## src/rtl/uart_pkg.sv

```systemverilog
// Shared encodings and line levels for the memory-to-UART transmit path.
// Imported by the control block and the serial core.
package uart_pkg;

  typedef enum logic [2:0] {
    C_IDLE,
    C_FETCH,
    C_LATCH,
    C_SEND,
    C_NEXT
  } ctrl_state_t;

  typedef enum logic [1:0] {
    S_IDLE,
    S_START,
    S_DATA,
    S_STOP
  } ser_state_t;

  localparam logic UART_IDLE_LVL = 1'b1;
  localparam logic START_BIT     = 1'b0;
  localparam logic STOP_BIT      = 1'b1;
  localparam int   FRAME_BITS    = 10;

endpackage

```

## src/rtl/uart_tx_core.sv

```systemverilog
// 8N1 serial transmitter: one start bit, D_WIDTH data bits LSB first,
// one stop bit; frame_done pulses in the last stop-bit cycle.
module uart_tx_core
  import uart_pkg::*;
#(
  parameter int CLKS_PER_BIT = 16,
  parameter int D_WIDTH      = 8
) (
  input  logic               clk,
  input  logic               rst,
  input  logic               tx_start,
  input  logic [D_WIDTH-1:0] tx_data,
  output logic               tx,
  output logic               frame_done
);

  localparam int BW   = $clog2(CLKS_PER_BIT);
  localparam int BITW = $clog2(D_WIDTH);

  ser_state_t         state, state_nx;
  logic [BW-1:0]      baud;
  logic [BITW-1:0]    bit_idx;
  logic [D_WIDTH-1:0] shreg;
  logic               baud_end;

  assign baud_end = (baud == BW'(CLKS_PER_BIT - 1));

  always_comb begin
    state_nx   = state;
    frame_done = 1'b0;
    tx         = UART_IDLE_LVL;
    unique case (state)
      S_IDLE: begin
        if (tx_start) state_nx = S_START;
      end
      S_START: begin
        tx = START_BIT;
        if (baud_end) state_nx = S_DATA;
      end
      S_DATA: begin
        tx = shreg[0];
        if (baud_end && bit_idx == BITW'(D_WIDTH - 1))
          state_nx = S_STOP;
      end
      S_STOP: begin
        tx = STOP_BIT;
        if (baud_end) begin
          state_nx   = S_IDLE;
          frame_done = 1'b1;
        end
      end
      default: state_nx = S_IDLE;
    endcase
  end

  always_ff @(posedge clk) begin
    if (rst) begin
      state   <= S_IDLE;
      baud    <= '0;
      bit_idx <= '0;
      shreg   <= '0;
    end else begin
      state <= state_nx;
      if (state == S_IDLE) begin
        baud <= '0;
        if (tx_start) shreg <= tx_data;
      end else begin
        baud <= baud_end ? '0 : baud + 1'b1;
      end
      if (state != S_DATA) begin
        bit_idx <= '0;
      end else if (baud_end) begin
        bit_idx <= bit_idx + 1'b1;
        shreg   <= shreg >> 1;
      end
    end
  end

endmodule

```

## src/rtl/mem_uart_tx.sv

```systemverilog
// Burst reader: on push_send, streams memory bytes 0..wr_count-1
// out over UART, one fetch/latch/send/next round per byte.
module mem_uart_tx
  import uart_pkg::*;
#(
  parameter int D_WIDTH      = 8,
  parameter int A_WIDTH      = 4,
  parameter int CLKS_PER_BIT = 16
) (
  input  logic               clk,
  input  logic               rst,
  input  logic               push_send,
  input  logic [A_WIDTH:0]   wr_count,
  output logic               mem_rd_en,
  output logic [A_WIDTH-1:0] mem_rd_addr,
  input  logic [D_WIDTH-1:0] mem_rd_data,
  output logic               tx,
  output logic               tx_busy,
  output logic               tx_done,
  output logic [A_WIDTH:0]   sent_count
);

  ctrl_state_t      state, state_nx;
  logic [A_WIDTH:0] burst_len;
  logic [A_WIDTH:0] index;
  logic             tx_start;
  logic             frame_done;
  logic             last;

  // index tracks sent_count, so it also serves the end-of-burst test
  assign last        = ((index + 1'b1) == burst_len);
  assign mem_rd_addr = index[A_WIDTH-1:0];
  assign tx_busy     = (state != C_IDLE);

  always_comb begin
    state_nx  = state;
    mem_rd_en = 1'b0;
    tx_start  = 1'b0;
    tx_done   = 1'b0;
    unique case (state)
      C_IDLE: begin
        if (push_send && wr_count != '0)
          state_nx = C_FETCH;
      end
      C_FETCH: begin
        mem_rd_en = 1'b1;
        state_nx  = C_LATCH;
      end
      C_LATCH: begin
        tx_start = 1'b1;
        state_nx = C_SEND;
      end
      C_SEND: begin
        if (frame_done) state_nx = C_NEXT;
      end
      C_NEXT: begin
        if (last) begin
          tx_done  = 1'b1;
          state_nx = C_IDLE;
        end else begin
          state_nx = C_FETCH;
        end
      end
      default: state_nx = C_IDLE;
    endcase
  end

  always_ff @(posedge clk) begin
    if (rst) begin
      state      <= C_IDLE;
      burst_len  <= '0;
      index      <= '0;
      sent_count <= '0;
    end else begin
      state <= state_nx;
      if (state == C_IDLE && state_nx == C_FETCH) begin
        burst_len  <= wr_count;
        index      <= '0;
        sent_count <= '0;
      end else if (state == C_NEXT) begin
        index      <= index + 1'b1;
        sent_count <= sent_count + 1'b1;
      end
    end
  end

  uart_tx_core #(
    .CLKS_PER_BIT(CLKS_PER_BIT),
    .D_WIDTH     (D_WIDTH)
  ) u_core (
    .clk       (clk),
    .rst       (rst),
    .tx_start  (tx_start),
    .tx_data   (mem_rd_data),
    .tx        (tx),
    .frame_done(frame_done)
  );

endmodule

```

## config.mk

```make
export PLATFORM = sky130hd
export DESIGN_NAME = mem_uart_tx
export DESIGN_NICKNAME = d
export VERILOG_FILES = /design/src/rtl/uart_pkg.sv /design/src/rtl/uart_tx_core.sv /design/src/rtl/mem_uart_tx.sv
export SDC_FILE = /design/constraint.sdc
export NUM_CORES = 1
export LEC_CHECK = 0
export ABC_AREA = 1
export CORE_ASPECT_RATIO = 0.75
export CORE_MARGIN = 3
export CORE_UTILIZATION = 40
export CTS_BUF_LIST = sky130_fd_sc_hd__clkbuf_8
export DETAILED_ROUTE_END_ITERATION = 10
export GPL_ROUTABILITY_DRIVEN = 0
export PLACE_DENSITY_LB_ADDON = 0.3
export SYNTH_ARGS = -nofsm -noshare
export SYNTH_HDL_FRONTEND = slang
export SYNTH_SLANG_ARGS = --single-unit
export TNS_END_PERCENT = 20
```

## constraint.sdc

```tcl
create_clock -name clk -period 1.3 [get_ports clk]
set_input_delay 0.26 -clock clk [delete_from_list [all_inputs] [get_ports clk]]
set_output_delay 0.26 -clock clk [all_outputs]
set_load 0.1 [all_outputs]
```

-- Word level (Yosys, flattened, before mapping)
Cells that the tools add are included.
- reductions and logical operators: 11
- equality and inequality tests: 16
- add/sub/neg operators: 4
- mux-type cells: 20
- operators with widths (kind ; count):
    $mux 8 ; 4
    $pmux 3 s5 ; 1
    $add 5x1->5 const B ; 2
    $mux 2 ; 4
    $pmux 2 s4 ; 1
    $mux 1 ; 7
    $eq 3x1->1 const B ; 2
    $eq 3x2->1 const B ; 2
    $eq 3x3->1 const B ; 2
    $mux 3 ; 2
    $ne 2x1->1 const B ; 3
    $eq 5x5->1 ; 1
    $reduce_bool 5->1 ; 1
    $add 4x1->4 const B ; 1
    $eq 2x2->1 const B ; 2
    $eq 4x4->1 const B ; 1
    $ne 2x2->1 const B ; 2
    $reduce_and 4->1 ; 1
    $reduce_or 2->1 ; 2
    $add 3x1->3 const B ; 1
    $logic_and 1x1->1 ; 3
    $logic_not 3->1 ; 1
    $reduce_bool 3->1 ; 1
    $reduce_or 3->1 ; 1
    other kinds (3) ; 3
- word-level logic and storage cells: 59
- flip-flop bits (word level): 35
- output and inout bits: 13

-- Depth between registers and ports, before layout
Gate-level depths: netlist of the first run.
- word-level depth: 8
- depth in mapped cells: 10
- gate-level depth less buffers: 10

-- Hierarchy
A second synthesis of the first run with hierarchy kept.
- cell total of the unflattened synthesis: 258
- area total of the unflattened synthesis: 1933.1 um^2
- modules (own cells, without submodules) (module ; instances ; cells an instance ; area an instance (um^2)):
    mem_uart_tx ; 1 ; 135 ; 985.9
    uart_tx_core ; 1 ; 123 ; 947.2

-- Least setup slack after synthesis of the first run
OpenSTA, ideal clock, no wires.
- path type: flip-flop to output port
- from: register state[0]
- to: output mem_rd_en
- cell stages (with the launch flop): 3
- arrival: 2.513 ns
- setup slack: -1.473 ns
- cells stage by stage: dfxtp_1 > inv_1 > nor3_1
- longest elaborated chain between the ends: 2
- ends and longest elaborated chain (what ; line ; RTL):
    start: declaration ; mem_uart_tx.sv:23 ; ctrl_state_t state, state_nx;
    start signal: assignment ; mem_uart_tx.sv:75 ; state <= state_nx;
    $eq 3x1->1 ; mem_uart_tx.sv:40 ; unique case (state)
    $mux 1 ; mem_uart_tx.sv:40 ;
    end: declaration ; mem_uart_tx.sv:14 ; output logic mem_rd_en,
No other way between the ends.

-- Worst setup path in the final report of the first run
- from: register index[0]
- to: output tx_done
- longest elaborated chain between the ends: 4
- ends and longest elaborated chain (what ; line ; RTL):
    start: declaration ; mem_uart_tx.sv:25 ; logic [A_WIDTH:0] index;
    start signal: assignment ; mem_uart_tx.sv:81 ; index <= index + 1'b1;
    $add 5x1->5 ; mem_uart_tx.sv:31 ; assign last = ((index + 1'b1) == burst_len);
    $eq 5x5->1 ; mem_uart_tx.sv:31 ;
    $mux 1 ; mem_uart_tx.sv:57 ; if (last) begin
    $mux 1 ; mem_uart_tx.sv:40 ;
    end: declaration ; mem_uart_tx.sv:19 ; output logic tx_done,
No other way between the ends.

==> reports/qor.txt, run 1 <==
Power density cells = 1110 nW/um2
Crit path time final = 1960 ps
Max Slew Vio Count = 0
CTS H-Tree Depth = 2
Fill cells = 363
CTS Hold Bufs = 0
Clk slew on worst S/H paths = 70 ps
Synthesized cell area = 1870 um2
Root Driver = clkbuf_8
DRC viols = 0
CTS Sinks = 35
Final HPWL DP = 3050 um
F_max = 510 MHz
Clock latency on the worst-skew pair = 290 ps
Critical path class = reg2out
Router iterations before antenna repair = 5
Final net count = 324
Status = complete, but fails checks
Max Fanout on Critical Path = 2
Placed cell areas = 2540 um2
Num rows = 20
Seq/Total Area, Yosys = 0.374
RSZ-0062 raised after global routing = true
Routed WL = 4340 um
Drt via density = 4.81
Largest net degree at the start of global routing = 16
Hold Violations, Final = 0
Clock buffer depth = 2
Antenna viol nets, final = 0
Die height = 65.3 um
Ant diodes = 0
Syn. warnings = 0
CTS tree = done
Die width = 85.0 um
Initial antenna violation count = 0
Fin area = 2810 um2
Core area = 4280 um2
First-pass GRT wire length = 7070 um
Endpoint class of the critical path = primary output
Final worst-path cycle share = 1.51
VDD IR max = 1.09 mV
Max-cap viol count = 0
Total gr overflow = 0
Setup TNS = -1940 ps
Via count = 1708
CTS Buf Count = 5
DR iter-0 viols = 63
Data required time of the worst path = 1040 ps
GRT Overall Usage = 0.163
Setup ws final = -661 ps
P_leak = 1.19 nW
Yosys cell types = 37
Pre-CTS setup slack = -326 ps
Syn Area/Cell = 7.81 um2
Starting Density = 0.438
Synth Net Count = 265
Port Buffers = 28
Share of cells above drive strength 1 = 0.387
Io pins = 29
Failing checks = setup timing
CP startpoint kind = flip-flop
Synthesized flop and latch total = 35
CP Data Arrival Time = 1700 ps
Layout area overhead = 49.9%
Relative slew slack = 0.825
Clock skew = 4.39 ps
DIE AREA = 5550 um2
Vias in the first global route = 1613
Post-Synthesis Cells = 240
Worst-Margin Slew = 261 ps
Setup violations, final = 8
Min-Delay Path Class = reg2reg
WL/cell = 12.2 um
## kinds of logic after synthesis
group	share of synthesized area
buffers and inverters	0.107
AO/OA/AOI/OAI	0.116
adder cells (fa/ha/maj)	0.0601
AND/OR/NAND/NOR	0.314
flip-flops	0.374
XOR/XNOR	0.0280
## layout make-up
cell class              count  area (um2)  area share
multi-input cells         164        1120       0.398
inverters                  32         129      0.0459
clock buffers               5        68.8      0.0245
clock inverters             3        16.3     0.00579
flip-flops and latches     35         738       0.263
well taps                  55        68.8      0.0245
repair buffers             61         669       0.238
## worst paths after layout
path	startpoint	to	slack [ps]	depth (start not counted)
setup reg to reg	index[0]	state[0]	-270	9
hold / removal	u_core.bit_idx[1]	u_core.bit_idx[1]	460	2
hold reg to reg	u_core.bit_idx[1]	u_core.bit_idx[1]	460	2
setup / recovery	index[0]	tx_done	-660	7
## power breakdown
part | switching [W] | internal, W
combinational | 0.000629 | 0.000512
sequential | 0.0000627 | 0.00115
clock | 0.000407 | 0.000366
## Yosys cell counts (all sizes together)
master / count / area [um2]
a21oi: 13 / 68.8
o211ai: 9 / 82.6
clkinv: 3 / 17.5
xor2: 4 / 35.0
nand2: 56 / 250
o21ai: 11 / 58.8
buf: 8 / 61.3
nand4: 3 / 18.8
nor2: 26 / 139
xnor2: 2 / 17.5
clkbuf: 1 / 13.8
or2: 1 / 6.26
nor3b: 2 / 15.0
nor4: 2 / 12.5
nand3: 21 / 123
dfxtp: 35 / 701
ha: 9 / 113
inv: 29 / 109
o21a: 1 / 7.51
nor3: 4 / 25.0
## flip-flops by register name (all words and copies together) (netlist names)
name,flops
burst_len,5
u_core.bit_idx,3
state,3
index,5
sent_count,5
u_core.shreg,8
u_core.baud,4
u_core.state,2
## layout by cell type (no fill, tap or decap), drive strengths merged, types with 5 or more instances in the layout
cell type and count:
nand2 56, buf 46, dfxtp 35, inv 30
nor2 26, nand3 21, clkdlybuf4s50 15, a21oi 13
o21ai 11, o211ai 9, ha 9, clkbuf 5
## per-stage QoR
step           power, W  hold slack (ps)  instances  utilization
2_1_floorplan   0.00182              337        240            -
3_3_place_gp    0.00215              454        339        0.594
3_5_place_dp    0.00217              460        339        0.594
4_1_cts         0.00305              471        353        0.637
5_1_grt         0.00331              493        355        0.656
6_report        0.00313              464        355        0.656
## routing by layer
metal,up-vias,track usage,share of wire
met5,-,0,0
met4,0,0.0731,0.023
met3,12,0.0576,0.037
met2,41,0.263,0.49
met1,761,0.196,0.45
li1,894,-,-
## worst max-delay path: stages (launching register included)
cell     delay, ps
dfxtp_4        360
ha_4           270
xnor2_2        100
nand2_1         80
nor2_1         160
nand3_2        120
nor2_4         140
buf_12         180
## what timing repair did
action                                  CTS  global route
buffers inserted                          6             2
endpoints found under the setup margin   19            28
endpoints found under the hold margin     0             0
pin swaps                                 7             9
gates resized for setup                  20            20
No activity file was read; power rests on OpenSTA's default activity.
==> inputs of run 2 (changes only) <==
- CAP_MARGIN: unset -> 40
- CORE_MARGIN: 3 -> unset
==> run 2 against run 1 <==
  * Non-clock buffer count fell by 1
  * Largest power group is now combinational logic
  * Combinational power rose by 9.6%
  * Largest cell class unchanged
  * The flow still finishes with violations (setup timing)
  * Sequential share of layout area fell by 0.45 points
  * Highest routed layer unchanged
  * Maximum frequency rose by 5.7%
==> reports/qor.txt, run 2 (synthesized netlist as in run 1, its figures left out) <==
Crit path time final = 1860 ps (-105 ps)
Clk slew on worst S/H paths = 70 ps (about the same)
Port Buffers = 28 (unchanged)
Largest net degree at the start of global routing = 19 (+3)
Total gr overflow = 0 (unchanged)
Initial antenna violation count = 0 (unchanged)
Most frequent cells in the layout = nand2_1, inv_1, buf_4, dfxtp_1, nor2_1
Num rows = 21 (+5.0%)
DR iter-0 viols = 32 (-49%)
Tot Pwr = 0.00319 W (+2.1%)
Setup ws final = -556 ps (+105 ps)
Max Slew Vio Count = 0 (unchanged)
Most common cell after layout, fill and taps aside = nand2_1
Router iterations before antenna repair = 4 (-1)
CTS Sinks = 35 (unchanged)
GRT Overall Usage = 0.169 (+0.00640)
CTS H-Tree Depth = 2 (unchanged)
Hold Violations, Final = 0 (unchanged)
Clock skew = 2.97 ps (-1.42 ps)
Drt via density = 4.73 (-1.8%)
P_leak = 1.20 nW (+0.87%)
Starting Density = 0.417 (-0.0209)
Power density cells = 1120 nW/um2 (+0.58%)
Data required time of the worst path = 1040 ps (about the same)
Final HPWL DP = 2770 um (-9.2%)
Hold Path Depth = 2 (unchanged)
Slowest stage cell, crit path = dfxtp_2
Worst r2r src = u_core.state[1]
Status = complete, but fails checks
Ant diodes = 0 (unchanged)
Clock buffer depth = 2 (unchanged)
Die height = 61.3 um (-6.1%)
Root Driver = clkbuf_8
Max reg flops = 8 (unchanged)
Biggest register = u_core.shreg
Io pins = 29 (unchanged)
Cell mode on critical path = nand2_1
HP Start = burst_len[4]
Via count = 1678 (-1.8%)
RSZ-0062 raised after global routing = true
VDD IR max = 1.14 mV (+5.4%)
Share of cells above drive strength 1 = 0.376 (-0.0108)
Setup violations, final = 13 (+5)
Critical path class = reg2out
F_max = 539 MHz (+5.7%)
Relative slew slack = 0.816 (-0.00936)
Reg-to-Reg End = u_core.state[1]
Endpoint class of the critical path = primary output
CP Data Arrival Time = 1600 ps (-100 ps)
Worst path cell trace = ha_4 > inv_1 > nand2_1 > nand2_1 > nand2_1 > nand2_1 > nor2_1 > nand3_2 > nor2_4 > buf_12
CTS tree = done
DIE AREA = 4970 um2 (-11%)
Min-Delay Path Class = reg2reg
R2R depth = 8 (-1)
WL/cell = 11.3 um (-7.8%)
Final worst-path cycle share = 1.43 (-0.0808)
Critical Path Max Stage Delay = 360 ps (about the same)
Worst-Margin Slew = 276 ps (+15.1 ps)
Crit path from = index[1]
Vias in the first global route = 1494 (-7.4%)
Final net count = 323 (-0.31%)
R2R Setup Slk = -320 ps (-50 ps)
CTS Hold Bufs = 0 (unchanged)
Routed WL = 4000 um (-7.8%)
Hold Slack = 468 ps (+4.19 ps)
Worst Hold End = burst_len[4]
Clock latency on the worst-skew pair = 290 ps (about the same)
Core area = 4490 um2 (+5.0%)
Die width = 81.0 um (-4.7%)
CP startpoint kind = flip-flop
Final Core Density = 0.635 (-0.0215)
First-pass GRT wire length = 6300 um (-11%)
Max Fanout on Critical Path = 4 (+2)
Max-cap viol count = 0 (unchanged)
Setup TNS = -1940 ps (+4.21 ps)
Failing checks = setup timing
DRC viols = 0 (unchanged)
Antenna viol nets, final = 0 (unchanged)
Layout area overhead = 52.2%
CTS Buf Count = 5 (unchanged)
run 2: area by class of cell:
cell class	instances	area, um2
multi-input combinational	164	1140
fill	384	1640
clock inverter	2	7.51
tap	57	71.3
inverter	32	126
timing repair buffer	60	703
clock buffer	5	68.8
sequential	35	737
run 2: how the worst max path moves through the flow:
| stage | endpoint | slack, ps | depth (start not counted) |
|---|---|---|---|
| 2_1_floorplan | tx_done | -450 | 6 |
| 3_3_place_gp | tx_done | -270 | 7 |
| 3_5_place_dp | tx_done | -290 | 10 |
| 4_1_cts | tx_done | -580 | 10 |
| 5_1_grt | tx_done | -670 | 9 |
| 6_report | tx_done | -560 | 10 |
run 2: metal layers:
metal / share of wire / GRT usage / up-vias
met2: 0.49 / 0.301 / 35
met1: 0.45 / 0.192 / 742
met5: 0 / 0 / -
met3: 0.035 / 0.0444 / 11
met4: 0.025 / 0.0842 / 0
li1: - / - / 890
run 2: through the flow:
step	area, um2	instances	setup WS, ps
2_1_floorplan	1950	240	-449
3_3_place_gp	2570	342	-270
3_5_place_dp	2570	342	-293
4_1_cts	2740	353	-576
5_1_grt	2850	355	-670
6_report	2850	355	-556
run 2: what timing repair did:
item,4_1_cts,5_1_grt
buffers inserted,4,2
endpoints found under the setup margin,18,24
pin swaps,7,9
resized for setup,19,22
run 2: report_power, final:
part	internal, W	switching, W
clock	0.000353	0.000380
sequential	0.00115	0.0000618
combinational	0.000566	0.000683
total	0.00207	0.00112
run 2: worst max-delay path: cells and delay by family, from the launching register on:
| kind | cells | cell delay (ps) |
|---|---|---|
| adders and majority gates | 1 | 150 |
| DFF | 1 | 360 |
| buffers and inverters | 2 | 220 |
| and+or+nand+nor | 7 | 590 |
